### src/rtl/CPU_package.sv
// Shared CPU-wide widths and the fetch/loader state encoding.
package CPU_package;

    localparam int DATA_WIDTH        = 32;
    localparam int ADDRESS_WIDTH     = 8;
    localparam int ADDRESS_MAX_WIDTH = 2 ** ADDRESS_WIDTH;

    typedef enum logic [1:0] {
        IDLE  = 2'd0,
        LOAD  = 2'd1,
        FETCH = 2'd2
    } ifl_state_t;

endpackage

### src/rtl/instr_fetch_loader.sv
// Instruction-memory initiator: boot-loads a word stream into IM (LOAD) or
// streams sequential instructions to decode with stall and branch redirect (FETCH).
module instr_fetch_loader
    import CPU_package::*;
#(
    parameter logic [ADDRESS_WIDTH-1:0] RESET_PC = '0
) (
    input  logic                     clk,
    input  logic                     rst_n,
    input  logic                     load_start,
    input  logic [ADDRESS_WIDTH-1:0] load_addr,
    input  logic [ADDRESS_WIDTH-1:0] load_len,
    input  logic                     ld_valid,
    input  logic [DATA_WIDTH-1:0]    ld_data,
    output logic                     ld_ready,
    output logic                     load_done,
    input  logic                     fetch_en,
    input  logic                     stall,
    input  logic                     branch_valid,
    input  logic [ADDRESS_WIDTH-1:0] branch_target,
    output logic                     we_IM,
    output logic [ADDRESS_WIDTH-1:0] address_IM,
    output logic [DATA_WIDTH-1:0]    dataIM,
    input  logic [DATA_WIDTH-1:0]    out_IM,
    output logic                     instr_valid,
    output logic [DATA_WIDTH-1:0]    instr,
    output logic [ADDRESS_WIDTH-1:0] instr_pc,
    output logic                     busy
);

    ifl_state_t               state_q, state_d;
    logic [ADDRESS_WIDTH-1:0] pc_q, pc_d;
    logic [ADDRESS_WIDTH-1:0] ptr_q, ptr_d;
    logic [ADDRESS_WIDTH-1:0] cnt_q, cnt_d;
    logic [ADDRESS_WIDTH-1:0] instr_pc_q, instr_pc_d;
    logic                     valid_q, valid_d;
    logic                     load_done_q, load_done_d;
    logic [ADDRESS_WIDTH-1:0] fetch_addr;
    logic                     hold_pc;

    // Branch beats stall; a stall only re-reads once a valid instruction is on show.
    assign fetch_addr = branch_valid       ? branch_target :
                        (stall && valid_q) ? instr_pc_q    : pc_q;
    assign hold_pc    = stall && valid_q && !branch_valid;

    always_ff @(posedge clk or negedge rst_n) begin
        if (!rst_n) begin
            state_q     <= IDLE;
            pc_q        <= RESET_PC;
            ptr_q       <= '0;
            cnt_q       <= '0;
            instr_pc_q  <= '0;
            valid_q     <= 1'b0;
            load_done_q <= 1'b0;
        end else begin
            state_q     <= state_d;
            pc_q        <= pc_d;
            ptr_q       <= ptr_d;
            cnt_q       <= cnt_d;
            instr_pc_q  <= instr_pc_d;
            valid_q     <= valid_d;
            load_done_q <= load_done_d;
        end
    end

    always_comb begin
        state_d     = state_q;
        pc_d        = pc_q;
        ptr_d       = ptr_q;
        cnt_d       = cnt_q;
        instr_pc_d  = instr_pc_q;
        valid_d     = valid_q;
        load_done_d = 1'b0;
        we_IM       = 1'b0;
        address_IM  = '0;
        dataIM      = '0;
        ld_ready    = 1'b0;

        unique case (state_q)
            IDLE: begin
                if (load_start) begin
                    state_d = LOAD;
                    ptr_d   = load_addr;
                    cnt_d   = load_len;
                end else if (fetch_en) begin
                    state_d = FETCH;
                    pc_d    = RESET_PC;
                    valid_d = 1'b0;
                end
            end
            LOAD: begin
                address_IM = ptr_q;
                dataIM     = ld_data;
                // A zero-length load has nothing to accept and finishes immediately.
                if (cnt_q == '0) begin
                    state_d     = IDLE;
                    load_done_d = 1'b1;
                end else begin
                    ld_ready = 1'b1;
                    we_IM    = ld_valid;
                    if (ld_valid) begin
                        ptr_d = ptr_q + 1'b1;
                        cnt_d = cnt_q - 1'b1;
                        if (cnt_q == ADDRESS_WIDTH'(1)) begin
                            state_d     = IDLE;
                            load_done_d = 1'b1;
                        end
                    end
                end
            end
            FETCH: begin
                address_IM = fetch_addr;
                instr_pc_d = fetch_addr;
                valid_d    = 1'b1;
                if (!hold_pc) begin
                    pc_d = fetch_addr + 1'b1;
                end
                if (!fetch_en) begin
                    state_d = IDLE;
                    valid_d = 1'b0;
                end
            end
            default: begin
                state_d = IDLE;
            end
        endcase
    end

    assign load_done   = load_done_q;
    assign instr_valid = valid_q;
    assign instr       = out_IM;
    assign instr_pc    = instr_pc_q;
    assign busy        = (state_q != IDLE);

endmodule

### config.mk
export PLATFORM = sky130hd
export DESIGN_NAME = instr_fetch_loader
export DESIGN_NICKNAME = d
export VERILOG_FILES = /design/src/rtl/CPU_package.sv /design/src/rtl/instr_fetch_loader.sv
export SDC_FILE = /design/constraint.sdc
export NUM_CORES = 1
export LEC_CHECK = 0
export ABC_AREA = 1
export CAP_MARGIN = 20
export CELL_PAD_IN_SITES_DETAIL_PLACEMENT = 1
export CELL_PAD_IN_SITES_GLOBAL_PLACEMENT = 2
export CORE_MARGIN = 4
export CORE_UTILIZATION = 20
export CTS_CLUSTER_DIAMETER = 100
export DETAILED_ROUTE_END_ITERATION = 16
export PLACE_DENSITY = 0.87
export SLEW_MARGIN = 0
export SYNTH_ARGS = -nofsm -noshare
export SYNTH_HDL_FRONTEND = slang
export SYNTH_SLANG_ARGS = --single-unit
export TNS_END_PERCENT = 50
### constraint.sdc
create_clock -name clk -period 3.3 [get_ports clk]
set_input_delay 0.66 -clock clk [delete_from_list [all_inputs] [get_ports clk]]
set_output_delay 0.66 -clock clk [all_outputs]
set_load 0.005 [all_outputs]
==> results of run 1 <==
==> final timing paths <==
| kind | start | endpoint | slack, ps | cells past startpoint |
|---|---|---|---|---|
| setup / recovery | branch_valid | address_IM[0] | 260 | 9 |
| hold / removal | pc_q[6]$_DFFE_PN0P_ | pc_q[6]$_DFFE_PN0P_ | 490 | 2 |
| setup reg to reg | state_q[1]$_DFFE_PN0P_ | cnt_q[0]$_DFFE_PN0P_ | 1090 | 9 |
| hold reg to reg | pc_q[6]$_DFFE_PN0P_ | pc_q[6]$_DFFE_PN0P_ | 490 | 2 |
| max in group asynchronous | rst_n | cnt_q[5]$_DFFE_PN0P_ | 2140 | 2 |
| min in group asynchronous | rst_n | instr_pc[3]$_DFFE_PN0N_ | 800 | 2 |
==> metrics by stage <==
stage / instance area, sq um / utilization
after detailed placement: 4080 / 0.281
after global placement: 4080 / 0.281
after floorplan: 2960 / -
final: 4250 / 0.293
after global routing: 4250 / 0.293
after CTS: 4250 / 0.292
==> critical path, cell delays in order <==
cell and delay [ps]:
sky130_fd_sc_hd__clkdlybuf4s50_1 440, sky130_fd_sc_hd__inv_2 240, sky130_fd_sc_hd__nor2_1 70, sky130_fd_sc_hd__inv_1 90, sky130_fd_sc_hd__nand2_4 70, sky130_fd_sc_hd__inv_1 80, sky130_fd_sc_hd__nand2_1 70, sky130_fd_sc_hd__a21oi_1 140
sky130_fd_sc_hd__clkdlybuf4s50_1 520
==> routing by layer <==
layer  vias to the layer above  track usage  share of wire
met3                        16       0.0256          0.084
met1                      1457        0.139           0.41
met4                         0       0.0306          0.012
li1                       1497            -              -
met5                         -            0              0
met2                       109        0.209           0.49
==> layout make-up <==
type                            instances  area (sq um)  area share
Multi-Input combinational cell        287          1450       0.340
Timing Repair Buffer                  122          1220       0.287
Clock buffer                            5           125      0.0294
Inverter                               77           289      0.0680
Tap cell                              184           230      0.0541
Sequential cell                        36           901       0.212
Clock inverter                          3          42.5      0.0100
==> synth_stat cells (all sizes together) <==
library cell  count  share of area
nand2           162           0.22
inv              77          0.098
buf              42           0.10
o21ai            39          0.070
dfrtp            36           0.30
nand3            32          0.061
nor2             15          0.028
a21oi            12          0.020
ha                8          0.034
clkbuf            4         0.0051
mux2i             4          0.014
nand4             3         0.0063
or2               3         0.0063
xor2              3         0.0089
a22oi             1         0.0025
a31oi             1         0.0042
nor3              1         0.0017
o21bai            1         0.0025
o22ai             1         0.0021
o31ai             1         0.0025
==> cells in the final DEF, fill, tap and decap left out, types with 5 or more instances in the layout <==
| master | synthesis | final |
|---|---|---|
| sky130_fd_sc_hd__nand2_1 | 150 | 150 |
| sky130_fd_sc_hd__clkdlybuf4s50_1 | 0 | 114 |
| sky130_fd_sc_hd__inv_1 | 71 | 71 |
| sky130_fd_sc_hd__dfrtp_1 | 36 | 36 |
| sky130_fd_sc_hd__o21ai_0 | 33 | 33 |
| sky130_fd_sc_hd__nand3_1 | 28 | 28 |
| sky130_fd_sc_hd__a21oi_1 | 12 | 12 |
| sky130_fd_sc_hd__nor2_1 | 10 | 10 |
| sky130_fd_sc_hd__nand2_2 | 7 | 7 |
| sky130_fd_sc_hd__ha_1 | 8 | 7 |
| sky130_fd_sc_hd__inv_2 | 6 | 6 |
| sky130_fd_sc_hd__buf_4 | 35 | 6 |
| sky130_fd_sc_hd__nand2_4 | 5 | 5 |
| sky130_fd_sc_hd__clkbuf_16 | 0 | 5 |
==> power by group <==
group / switching [mW] / leakage, nW / internal [mW] / total, mW
registers: 0.181 / 0.463 / 0.639 / 0.820
logic: 0.959 / 1.60 / 0.745 / 1.70
clock network: 0.203 / 0.0798 / 0.355 / 0.558
total: 1.34 / 2.15 / 1.74 / 3.08
==> logic make-up (layout without fill, tap and decap cells) <==
group,count (synthesis),in the layout,share of synthesized area
DFF,36,36,0.305
and+or+nand+nor,216,216,0.328
xor gates and xnor gates,3,3,0.00889
AOI/OAI and AO/OA,56,56,0.104
buffers and inverters,123,207,0.207
muxes,4,4,0.0135
adders and majority gates,8,8,0.0339
==> flip-flops by register name, indices dropped and copies added, names as in the netlist <==
name	flops
cnt_q	8
instr_pc	8
instr_valid	1
load_done	1
pc_q	8
ptr_q	8
state_q	2
==> repair_timing <==
action / in CTS / in global routing
hold buffers: 0 / 0
gates resized for setup: 0 / 1
setup endpoints to repair: 0 / 1
==> impl_metrics.json, run 1 <==
{
  "route.vias.total": 3079,
  "core.rowCount": 44,
  "power.leakage_nw": 2.15,
  "die_w_um": 130,
  "sum_of_negative_setup_slack_ps": 0,
  "max_slew.worst_pin.slew_ps": 504,
  "layout_min_cycle_time_ps": 3040,
  "min_path_type": "reg2reg",
  "placed_cells_incl_taps": 706,
  "die_area_sq_um": 16800,
  "largest_clock_skew_in_the_final_design_ps": 3.95,
  "seq_area_frac_synth": 0.305,
  "clock_tree_from_tritoncts": "done",
  "ctsHtreeMaxLevel": 2,
  "final-instance-count-excl-fill": 714,
  "drt_drc_violations_left": 0,
  "drt-wirelength-per-cell_um": 14.0,
  "largest_fanout_on_the_critical_path": 14,
  "setup.worst_path.class": "in2out",
  "grt_antenna_before_repair": 0,
  "clock-root-buffer": "sky130_fd_sc_hd__clkbuf_16",
  "cts_setup_buffers": 0,
  "required_time_of_the_critical_path_ps": 2640,
  "max-vdd-ir-drop_v": 0.000284,
  "outcome": "completed",
  "setup_viol": 0,
  "die_h_um": 130,
  "num-fill-cells": 1818,
  "clock.fmax_mhz": 329,
  "clkSinkCount": 36,
  "drt_pre_antenna_iters": 4,
  "power_mw": 3.08,
  "synth_area_per_cell_sq_um": 6.63,
  "grt_remaining_overflow": 0,
  "via_density": 4.31,
  "power.density_cell_area_nw_per_um2": 725,
  "mappedNetlistArea_sq_um": 2960,
  "post-route-period-util": 0.922,
  "cts-buffers-inserted": 5,
  "timing.critical_path.to_type": "output port",
  "drv_slew": 0,
  "total_of_max_cap_violations": 0,
  "io_buffers": 115,
  "cts.path.max_buffers": 2,
  "via_count_of_the_first_global_routing_pass": 3222,
  "timing_hold_violations_final": 0,
  "detail_route.wirelength_um": 10000,
  "finalNetCount": 632,
  "post_synth_inst_count": 446,
  "critical_path.startpoint_type": "input port",
  "maximum_number_of_pins_on_one_net_before_global_route_repair": 40,
  "start_util": 0.203,
  "maxSlewHeadroom": 0.664,
  "hold_ws_ps": 492,
  "gr-usage-all-layers": 0.116,
  "n_antenna_cell": 0,
  "grt_setup_unrepaired": "false",
  "path_clk_slew_ps": 60,
  "post_synth_num_cell_types": 31,
  "ios": 180,
  "routabilityCongestion": 0.820,
  "postLayoutSetupSlackWorst_ps": 257,
  "signed_area_change_from_the_synthesized_netlist_to_the_final_layout_pct": 43.8,
  "worstSkewPairLatency_ps": 280,
  "preCtsSetupSlack_ps": 131,
  "synth.net_count": 549,
  "core_sq_um": 14500,
  "synth.ff_latch_count": 36,
  "yosysWarnings": 0,
  "ant_nets": 0,
  "iteration_0_drc_count_of_the_detailed_router": 89,
  "crit_arrival_ps": 2380,
  "final_layout_size_suffix_gt1_frac": 0.0943,
  "dpl.hpwl_um": 8040,
  "grt_first_pass_wirelength_um": 15700
}
Power figures use the tool's default switching activity.
==> run 2, diff against run 1 <==
--- a/config.mk
+++ b/config.mk
@@ -14,7 +14,8 @@
 export CTS_CLUSTER_DIAMETER = 100
 export DETAILED_ROUTE_END_ITERATION = 16
 export PLACE_DENSITY = 0.87
-export SLEW_MARGIN = 0
+export SETUP_SLACK_MARGIN = 0.1
+export SLEW_MARGIN = 10
 export SYNTH_ARGS = -nofsm -noshare
 export SYNTH_HDL_FRONTEND = slang
 export SYNTH_SLANG_ARGS = --single-unit
==> results of run 2 <==
Same layout as run 1: the final DEF is identical, and so are final timing and power.
==> run 3, diff against run 2 <==
--- a/config.mk
+++ b/config.mk
@@ -11,9 +11,10 @@
 export CELL_PAD_IN_SITES_GLOBAL_PLACEMENT = 2
 export CORE_MARGIN = 4
 export CORE_UTILIZATION = 20
+export CTS_BUF_LIST = sky130_fd_sc_hd__clkbuf_8
 export CTS_CLUSTER_DIAMETER = 100
 export DETAILED_ROUTE_END_ITERATION = 16
-export PLACE_DENSITY = 0.87
+export PLACE_DENSITY_LB_ADDON = 0.2
 export SETUP_SLACK_MARGIN = 0.1
 export SLEW_MARGIN = 10
 export SYNTH_ARGS = -nofsm -noshare
==> constraint.sdc (replaced) <==
create_clock -name clk -period 3.3 [get_ports clk]
set_input_delay 0.66 -clock clk [delete_from_list [all_inputs] [get_ports clk]]
set_output_delay 0.66 -clock clk [all_outputs]
set_load 0.02 [all_outputs]
==> run 3 against run 2 <==
Non-clock buffer count up 10. Final area down 0.24%. Core utilization down 0.069 points. Via count down 1.3%. Power up 0.72%. Clock skew up 2.9 ps. Global-route usage up 0.84 points. Register-to-register slack worse by 100 ps. Worst setup slack better by 58 ps. Cell count up 1.4%. First-iteration DRC count down 40%. Combinational power up 14%.
==> impl_metrics.json, run 3 (synthesized netlist as in run 1, its figures left out) <==
{
  "placed_cells_incl_taps": 716,
  "maxSlewHeadroom": 0.378,
  "cts_setup_buffers": 0,
  "grt_remaining_overflow": 0,
  "final-instance-count-excl-fill": 724,
  "drt_pre_antenna_iters": 4,
  "worstSkewPairLatency_ps": 300,
  "core.rowCount": 44,
  "crit_path_frequent_cell": "sky130_fd_sc_hd__a21oi_1",
  "critical_path.startpoint_type": "input port",
  "critical-path-max-stage-delay_ps": 580,
  "r2r_slack_ps": 990,
  "grt_first_pass_wirelength_um": 16500,
  "max-vdd-ir-drop_v": 0.000310,
  "clock_tree_from_tritoncts": "done",
  "drt_drc_violations_left": 0,
  "combinational_fraction_of_design_power": 0.626,
  "timing.critical_path.cells": "clkdlybuf4s50_1, nand2_4, inv_2, o21ai_0, a21oi_1, nand2_1, a21oi_1, dlygate4sd2_1",
  "pwr-share-seq": 0.264,
  "crit_arrival_ps": 2320,
  "via_density": 4.20,
  "die_w_um": 130,
  "multi_input_comb_area_sq_um": 1450,
  "gr-usage-all-layers": 0.125,
  "signed_area_change_from_the_synthesized_netlist_to_the_final_layout_pct": 43.5,
  "drt-wirelength-per-cell_um": 14.3,
  "r2r.worst_path.cells": 9,
  "ios": 180,
  "cts-buffers-inserted": 5,
  "power_mw": 3.11,
  "largest_clock_skew_in_the_final_design_ps": 6.88,
  "clkSinkCount": 36,
  "min_path_type": "in2async",
  "routabilityCongestion": 0.779,
  "power.leakage_nw": 2.27,
  "die_h_um": 130,
  "timing.critical_path.to_type": "output port",
  "route.vias.total": 3040,
  "outcome": "completed",
  "num-fill-cells": 1798,
  "share_clk_of_total_power": 0.111,
  "required_time_of_the_critical_path_ps": 2640,
  "setup.worst_path.class": "in2out",
  "reg2reg_to": "cnt_q[1]$_DFFE_PN0P_",
  "n_antenna_cell": 0,
  "finalNetCount": 642,
  "cts.hold.buffers_added": 0,
  "iteration_0_drc_count_of_the_detailed_router": 53,
  "ctsHtreeMaxLevel": 2,
  "via_count_of_the_first_global_routing_pass": 3114,
  "start_util": 0.203,
  "io_buffers": 115,
  "p_sw_frac": 0.492,
  "power.density_cell_area_nw_per_um2": 732,
  "path_delay_family": "buffers and inverters",
  "die_area_sq_um": 16800,
  "clock-root-buffer": "sky130_fd_sc_hd__clkbuf_8",
  "final_layout_size_suffix_gt1_frac": 0.109,
  "core_sq_um": 14500,
  "post-route-util": 0.292,
  "slowest_stage": "sky130_fd_sc_hd__clkdlybuf4s50_1",
  "netSwitchingPower_mw": 1.53,
  "maximum_number_of_pins_on_one_net_before_global_route_repair": 37,
  "layout.area.seq_sq_um": 901,
  "setup_viol": 0,
  "grt_antenna_before_repair": 0,
  "detail_route.wirelength_um": 10400,
  "worstReg2RegStart": "state_q[1]$_DFFE_PN0P_",
  "cts.path.max_buffers": 2,
  "largest_fanout_on_the_critical_path": 8,
  "intPower_mw": 1.58,
  "ant_nets": 0,
  "layout_min_cycle_time_ps": 2980,
  "clock.fmax_mhz": 335,
  "post-route-period-util": 0.904,
  "mostFrequentLayoutCell": "sky130_fd_sc_hd__nand2_1",
  "timing_hold_violations_final": 0,
  "total_of_max_cap_violations": 0,
  "grt_setup_unrepaired": "false",
  "dpl.hpwl_um": 8310,
  "path_clk_slew_ps": 80,
  "cp.buffers_inverters": 3,
  "max_slew.worst_pin.slew_ps": 933,
  "drv_slew": 0,
  "layout_common_cells": "150 x sky130_fd_sc_hd__nand2_1, 106 x sky130_fd_sc_hd__clkdlybuf4s50_1, 73 x sky130_fd_sc_hd__inv_1, 36 x sky130_fd_sc_hd__dfrtp_1, 33 x sky130_fd_sc_hd__o21ai_0",
  "sum_of_negative_setup_slack_ps": 0
}
[run 3: how the worst max path moves through the flow]
stage | start | endpoint | cells after the start
after floorplan | state_q[0]$_DFFE_PN0P_ | address_IM[0] | 6
after global placement | stall | address_IM[7] | 8
after detailed placement | stall | address_IM[7] | 8
after CTS | stall | address_IM[0] | 10
after global routing | stall | address_IM[7] | 8
final | stall | address_IM[7] | 8
[run 3: layout make-up]
| class | count | area share |
|---|---|---|
| timing repair buffer | 132 | 0.303 |
| clock buffer | 6 | 0.0195 |
| sequential | 36 | 0.212 |
| inverter | 77 | 0.0681 |
| clock inverter | 2 | 0.00177 |
| tap | 184 | 0.0543 |
| multi-input combinational | 287 | 0.341 |
[run 3: power groups by stage]
stage / Combinational, mW / Clock [mW] / Sequential (mW)
2_1_floorplan: 1.25 / 0 / 0.822
3_3_place_gp: 1.97 / 0 / 0.823
3_5_place_dp: 2.00 / 0 / 0.831
4_1_cts: 2.00 / 0.366 / 0.823
5_1_grt: 2.20 / 0.379 / 0.853
6_report: 1.94 / 0.343 / 0.818
[run 3: what timing repair did]
item	in CTS	in global routing
resized for setup	2	6
hold endpoints to repair	0	0
endpoints found under the setup margin	5	6
[run 3: metrics by stage]
stage	hold WS [ps]	setup WS, ps	cell area, sq um
after global routing	511	123	4240
final	487	315	4240
after CTS	493	24.3	4230
after detailed placement	472	21.3	4140
after floorplan	364	1060	2960
after global placement	468	38.3	4140
[run 3: metal layers]
layer / vias to the layer above / global-route usage / wire (um)
met1: 1402 / 0.159 / 4600
met4: 0 / 0.0403 / 201
li1: 1517 / - / -
met3: 19 / 0.0280 / 721
met2: 102 / 0.209 / 4840
met5: - / 0 / 0
[run 3: worst reg2reg max path, delay by kind of cell, from the launching register on]
| kind | cells | cell delay (ps) |
|---|---|---|
| flops | 1 | 410 |
| simple gates | 2 | 460 |
| buf+inv | 4 | 640 |
| compound gates | 2 | 260 |
| fa+ha+maj | 1 | 440 |
